[config.mk]
export PLATFORM = sky130hd
export DESIGN_NAME = measure_seq
export DESIGN_NICKNAME = d
export VERILOG_FILES = /design/src/rtl/measure_seq.sv
export SDC_FILE = /design/constraint.sdc
export NUM_CORES = 1
export LEC_CHECK = 0
export CAP_MARGIN = 20
export CORE_UTILIZATION = 45
export DETAILED_ROUTE_END_ITERATION = 6
export PLACE_DENSITY = 0.74
export SYNTH_ARGS = -nofsm -noshare
export SYNTH_HDL_FRONTEND = slang
export SYNTH_SLANG_ARGS = --single-unit
[constraint.sdc]
create_clock -name clk_i -period 13.6 [get_ports clk_i]
set_input_delay 2.04 -clock clk_i [delete_from_list [all_inputs] [get_ports clk_i]]
set_output_delay 2.04 -clock clk_i [all_outputs]
set_load 0.005 [all_outputs]
[src/rtl/measure_seq.sv]
// measure_seq: run sequencer for the reciprocal frequency-measurement datapath.
// Issues gate-start pulses, follows the synchronised gate and the result strobe,
// and sums {clk_cnt, sig_cnt} over a run of N gates for the register layer.
// Single-shot or continuous runs; abort_i returns to IDLE from anywhere.
// Optional feature macro: MEASURE_SEQ_TIMEOUT_EN (per-round watchdog and err_o).
module measure_seq #(
    parameter int unsigned ROUNDS_W = 8
`ifdef MEASURE_SEQ_TIMEOUT_EN
    ,
    parameter logic [31:0] TIMEOUT_CYC = 32'd25_000_000
`endif
) (
    input  logic                    clk_i,
    input  logic                    rst_n_i,
    input  logic                    start_i,
    input  logic                    abort_i,
    input  logic                    cont_i,
    input  logic [ROUNDS_W-1:0]     rounds_i,
    input  logic [7:0]              gate_time_i,
    output logic                    gate_st_o,
    output logic [7:0]              gate_time_o,
    input  logic                    gate_sync_i,
    input  logic                    reg_wr_en_i,
    input  logic [63:0]             reg_wr_data_i,
    output logic                    busy_o,
    output logic                    res_valid_o,
    output logic [32+ROUNDS_W-1:0]  res_sig_sum_o,
    output logic [32+ROUNDS_W-1:0]  res_clk_sum_o,
    output logic                    err_o
);

    localparam int unsigned ACC_W = 32 + ROUNDS_W;

    typedef enum logic [2:0] {
        IDLE,
        ARM,
        WAIT_SYNC,
        WAIT_DONE,
        ACCUM,
        DONE
    } state_t;

    state_t              state;
    state_t              state_next;

    logic                sync_q;      // previous gate_sync_i, for edge detect
    logic                sync_rise;
    logic [ROUNDS_W-1:0] remaining;   // gates still to accumulate in this run
    logic                fresh;       // next ACCUM is the first of a run
    logic [63:0]         data_p0;     // captured datapath result
    logic                load_run;    // latch rounds/gate_time for a new run
    logic                clear_sums;
    logic                capture;
    logic                accum_en;

    // Zero-extend a 32-bit count to accumulator width.
    function automatic logic [ACC_W-1:0] widen(input logic [31:0] v);
        return {{ROUNDS_W{1'b0}}, v};
    endfunction

    // First round of a run replaces the sum, later rounds add to it. This keeps
    // the previous run's sums readable after a continuous restart until new
    // data actually arrives.
    function automatic logic [ACC_W-1:0] accumulate(input logic first,
                                                    input logic [ACC_W-1:0] sum,
                                                    input logic [31:0] v);
        return first ? widen(v) : (sum + widen(v));
    endfunction

    assign sync_rise = gate_sync_i & ~sync_q;
    assign busy_o    = (state != IDLE);

`ifdef MEASURE_SEQ_TIMEOUT_EN
    logic [31:0] wdog;
    logic        in_wait;
    logic        wait_event;
    logic        timeout;
    logic        err_q;

    assign in_wait    = (state == WAIT_SYNC) || (state == WAIT_DONE);
    assign wait_event = (state == WAIT_SYNC) ? sync_rise : reg_wr_en_i;
    assign timeout    = in_wait && !wait_event && (wdog == TIMEOUT_CYC - 32'd1);
    assign err_o      = err_q;

    // Watchdog: restarts on every state entry, counts only while waiting on the datapath
    always_ff @(posedge clk_i or negedge rst_n_i) begin
        if (!rst_n_i) begin
            wdog <= '0;
        end else if (state_next != state || !in_wait) begin
            wdog <= '0;
        end else begin
            wdog <= wdog + 32'd1;
        end
    end

    // Sticky timeout flag, cleared when a new run is latched
    always_ff @(posedge clk_i or negedge rst_n_i) begin
        if (!rst_n_i) begin
            err_q <= 1'b0;
        end else if (load_run) begin
            err_q <= 1'b0;
        end else if (timeout && !abort_i) begin
            err_q <= 1'b1;
        end
    end
`else
    assign err_o = 1'b0;
`endif

    // Next-state and per-cycle control decode; abort overrides everything
    always_comb begin
        state_next = state;
        load_run   = 1'b0;
        clear_sums = 1'b0;
        capture    = 1'b0;
        accum_en   = 1'b0;
        unique case (state)
            IDLE: begin
                if (start_i) begin
                    state_next = ARM;
                    load_run   = 1'b1;
                    clear_sums = 1'b1;
                end
            end
            ARM: begin
                state_next = WAIT_SYNC;
            end
            WAIT_SYNC: begin
                if (sync_rise) begin
                    if (reg_wr_en_i) begin
                        capture    = 1'b1;
                        state_next = ACCUM;
                    end else begin
                        state_next = WAIT_DONE;
                    end
                end
            end
            WAIT_DONE: begin
                if (reg_wr_en_i) begin
                    capture    = 1'b1;
                    state_next = ACCUM;
                end
            end
            ACCUM: begin
                accum_en   = 1'b1;
                state_next = (remaining <= ROUNDS_W'(1)) ? DONE : ARM;
            end
            DONE: begin
                if (cont_i) begin
                    state_next = ARM;
                    load_run   = 1'b1;
                end else begin
                    state_next = IDLE;
                end
            end
            default: begin
                state_next = IDLE;
            end
        endcase
`ifdef MEASURE_SEQ_TIMEOUT_EN
        if (timeout) begin
            state_next = IDLE;
            load_run   = 1'b0;
        end
`endif
        if (abort_i) begin
            state_next = IDLE;
            load_run   = 1'b0;
            clear_sums = 1'b0;
            capture    = 1'b0;
            accum_en   = 1'b0;
        end
    end

    // State register
    always_ff @(posedge clk_i or negedge rst_n_i) begin
        if (!rst_n_i) begin
            state <= IDLE;
        end else begin
            state <= state_next;
        end
    end

    // Run bookkeeping, registered strobes and result accumulators
    always_ff @(posedge clk_i or negedge rst_n_i) begin
        if (!rst_n_i) begin
            sync_q        <= 1'b0;
            remaining     <= '0;
            fresh         <= 1'b0;
            gate_time_o   <= '0;
            gate_st_o     <= 1'b0;
            res_valid_o   <= 1'b0;
            res_sig_sum_o <= '0;
            res_clk_sum_o <= '0;
        end else begin
            sync_q      <= gate_sync_i;
            gate_st_o   <= (state == ARM) && !abort_i;
            res_valid_o <= (state == DONE) && !abort_i;
            if (load_run) begin
                remaining   <= (rounds_i == '0) ? ROUNDS_W'(1) : rounds_i;
                gate_time_o <= gate_time_i;
                fresh       <= 1'b1;
            end
            if (clear_sums) begin
                res_sig_sum_o <= '0;
                res_clk_sum_o <= '0;
            end
            if (accum_en) begin
                remaining     <= remaining - ROUNDS_W'(1);
                fresh         <= 1'b0;
                res_sig_sum_o <= accumulate(fresh, res_sig_sum_o, data_p0[31:0]);
                res_clk_sum_o <= accumulate(fresh, res_clk_sum_o, data_p0[63:32]);
            end
        end
    end

    // Result holding register; pure data, no reset needed
    always_ff @(posedge clk_i) begin
        if (capture) begin
            data_p0 <= reg_wr_data_i;
        end
    end

endmodule

==> flow_summary.toml <==
[sta]
timing.final.setup_violations = 0
final_max_slew_viol_count = 0
setup_tns_ps = 0
relSlewSlack_pct = 28.83
setup_repair_after_global_routing_missed_its_margin = "false"
hold_viol_final = 0
clock.fmax_mhz = 207.9
final.setup_skew_ps = 9.583
worst_slack_ps = 8789
worst-slew-pin-transition_ps = 1064
period_utilization_pct = 35.37
finalCriticalPeriod_ps = 4811

[grt]
grt_max_degree = 81
grt_remaining_overflow = 0
global_route.usage.total_pct = 22.89
first_global_vias = 8185
grt_pass1_wl_um = 40850
number_of_antenna_violations_at_the_first_check_in_global_routing = 0

[pwr]
power.clock.fraction_pct = 36.9
switchingPower_uw = 345.4
irDropWorstVdd_mv = 0.07504
power_density_nw_per_um2 = 102.8
power_frac_seq_pct = 45.1
swShare_pct = 26.77
leakage_uw = 0.005369
combinationalPowerShare_pct = 18.0
cellInternalPower_uw = 945.1

[cts]
cts_sinks = 167
clkLatencyLatePin_ps = 430
hold_buffers = 0
setup_repair_bufs_after_cts = 0
cts_resized = 0
cts_made_buffers = 17
clk_pin_slew_worst_paths_ps = 60
cts_tree = "yes"
clockRootBuffer = "sky130_fd_sc_hd__clkbuf_16"
clockBufferDepth = 2
htree_levels = 4

[logic_synthesis]
avgSynthCellArea_sq_um = 9.637
postSynth.topFlopCell = "sky130_fd_sc_hd__dfrtp_1"
synthCells = 1038
synth_seq_cells = 167
synth_xor_area_share_pct = 4.728
yosysUniqueCellTypes = 78
synth_top_family_by_area = "compound AO/OA/AOI/OAI gates"
synth_fa_ha_area_share_pct = 8.655
post_synth_mux_area_share_pct = 0.8130
yosys_warnings = 0
seq_area_frac_synth_pct = 44.98
async_flop_share_pct = 61.68
syn_area_sq_um = 10000
synth-edff-count = 64
syn-num-nets = 1193
simple_gate_share_of_the_synthesized_area_pct = 14.86
synth_compound_gate_area_share_pct = 23.10

[cells_and_area]
antenna_cells_inserted = 0
area_delta_synth_final_pct = 25.52
layout.cells.most_common = "sky130_fd_sc_hd__clkdlybuf4s50_1"
multi_input_comb_area_sq_um = 5238
nets = 1344
final_core_utilization_pct = 57.53
fin_area_sq_um = 12560
sequential_cell_area_sq_um = 4501
n_fill_cell = 1905
final_layout_size_suffix_gt1_share_pct = 5.574
layout_common_cells = "sky130_fd_sc_hd__clkdlybuf4s50_1, sky130_fd_sc_hd__nand2_1, sky130_fd_sc_hd__dfrtp_1, sky130_fd_sc_hd__o21ai_0, sky130_fd_sc_hd__a21oi_1"
layout_cells_excl_fill = 1482

[floorplan]
floorplan.core_area_sq_um = 21820
die_x_um = 151.1
rows = 54
die_area_sq_um = 22830
top_level_ports = 179
fp.dieH_um = 151.1
starting_density_of_the_core_pct = 45.84

[detailed_routing]
postRouteAntennaNets = 0
detailroute.via_count = 8512
dr.pass1.iters = 5
avgViaCountPerCell = 5.744
routed_wl_um = 25280
drcViolationCount = 0
initialDrtViolationCount = 639
routed_wire_length_per_instance_um = 17.06

[setup_path]
timing.critical_path.arrival_ps = 5170
setup.worst_path.end_class = "flip-flop"
critPathSlowestCell = "sky130_fd_sc_hd__or2_2"
cp-start-kind = "input port"
critical_path.n_buffers_inverters = 2
path_max_fanout = 45
critical_path.cell_chain = "clkdlybuf4s50_1, inv_1, nand3_2, or2_2, or4_1, nand3_1"
timing_worst_setup_path_type = "in -> reg"
critPathTopFamily = "simple AND/OR/NAND/NOR gates"
critical_path.max_stage_delay_ps = 940
required_ps = 13960

[place]
dp.cells = 1450
placement.cell_area_sq_um = 11980
port_buffers = 177
worst_slack_after_detailed_placement_ps = 8353
dp_hpwl_um = 17690
gpl.final_weighted_congestion = 0.8611

[job]
max_cap_violations = 0

[worst_hold_path]
timing.hold.worst.class = "reg -> reg"

[status]
run_status = "finished clean"
-- registers in the layout, indices dropped and copies added (netlist names) --
| signal | cells |
|---|---|
| remaining | 8 |
| res_clk_sum_o | 40 |
| state | 3 |
| res_sig_sum_o | 40 |
| fresh | 1 |
| gate_st_o | 1 |
| res_valid_o | 1 |
| data_p0 | 64 |
| gate_time_o | 8 |
| sync_q | 1 |
-- through the flow --
step	hold slack (ps)	total power, uW
after global routing	508.1	1347
after detailed placement	461.1	823.3
after floorplan	469.7	718.3
final	472.8	1291
after global placement	457.9	818.5
after CTS	477.3	1301
-- path summary, 6_finish.rpt --
path                                                   start                            end  slack, ps  cells after the start
max in group asynchronous                            rst_n_i  res_sig_sum_o[30]$_DFFE_PN0P_      10720                      2
worst min-delay path              gate_time_o[0]$_DFFE_PN0P_     gate_time_o[0]$_DFFE_PN0P_        470                      2
worst max register to register  res_sig_sum_o[0]$_DFFE_PN0P_  res_sig_sum_o[34]$_DFFE_PN0P_      10260                     14
min in group asynchronous                            rst_n_i  res_sig_sum_o[29]$_DFFE_PN0P_       1680                      1
worst min register to register    gate_time_o[0]$_DFFE_PN0P_     gate_time_o[0]$_DFFE_PN0P_        470                      2
worst max-delay path                                 abort_i  res_clk_sum_o[39]$_DFFE_PN0P_       8790                      6
-- power by group through the flow --
stage	Clock (uW)	Combinational, uW	Sequential (uW)
2_1_floorplan	0	134	584
3_3_place_gp	0	228	591
3_5_place_dp	0	232	591
4_1_cts	486	233	582
5_1_grt	502	260	586
6_report	476	233	582
-- Yosys cell counts, drive strengths merged, types with 7 or more instances --
cell | count | share of area [%]
nand2 | 122 | 4.6
o21ai | 111 | 5.7
dfrtp | 103 | 26
a21oi | 96 | 4.9
ha | 66 | 8.3
nor2 | 65 | 2.4
edfxtp | 64 | 19
clkbuf | 42 | 1.6
a21o | 40 | 3.0
xnor2 | 30 | 2.6
nand3 | 27 | 1.4
xor2 | 24 | 2.1
inv | 21 | 0.79
a22oi | 19 | 1.4
nand4 | 14 | 1.0
nor3 | 14 | 0.70
o211ai | 14 | 1.1
a22o | 12 | 1.1
nand2b | 11 | 0.76
nor2b | 11 | 0.76
o21bai | 11 | 0.86
a31oi | 10 | 0.84
buf | 9 | 0.46
and3 | 7 | 0.44
mux2i | 7 | 0.70
or2 | 7 | 0.44
-- cell type report --
type                    instances  share of cell area (%)
clock inverters                11                  0.9865
repair buffers                183                   14.45
clock buffers                  21                   3.587
inverters                      21                  0.6278
multi-input cells             799                   41.71
well taps                     280                   2.790
flip-flops and latches        167                   35.84
-- metal layers --
metal	track usage [%]	routed length, um	part of all wire [%]	vias to the layer above
li1	-	-	-	4127
met1	30.96	11490	45	4084
met2	36.65	11770	47	271
met3	4.849	1590	6.3	30
met4	7.100	434	1.7	0
met5	0	0	0	-
-- kinds of logic after synthesis --
group	after synthesis
AOI/OAI and AO/OA	358
xor gates and xnor gates	54
DFF	167
other	1
buffers and inverters	72
adders and majority gates	68
and+or+nand+nor	310
muxes	8
-- worst register-to-register path, cell delays in order, from the launching register on --
cell	delay, ps
sky130_fd_sc_hd__dfrtp_1	370
sky130_fd_sc_hd__ha_1	180
sky130_fd_sc_hd__inv_1	60
sky130_fd_sc_hd__fa_1	430
sky130_fd_sc_hd__nor2b_4	150
sky130_fd_sc_hd__o21ai_2	70
sky130_fd_sc_hd__nand2b_4	90
sky130_fd_sc_hd__a31oi_4	110
sky130_fd_sc_hd__o41a_1	530
sky130_fd_sc_hd__o21ai_2	230
sky130_fd_sc_hd__a221oi_2	110
sky130_fd_sc_hd__o21ai_2	190
sky130_fd_sc_hd__o21ai_2	140
sky130_fd_sc_hd__or4_1	500
sky130_fd_sc_hd__nand3_1	90
Power figures use the tool's default switching activity.
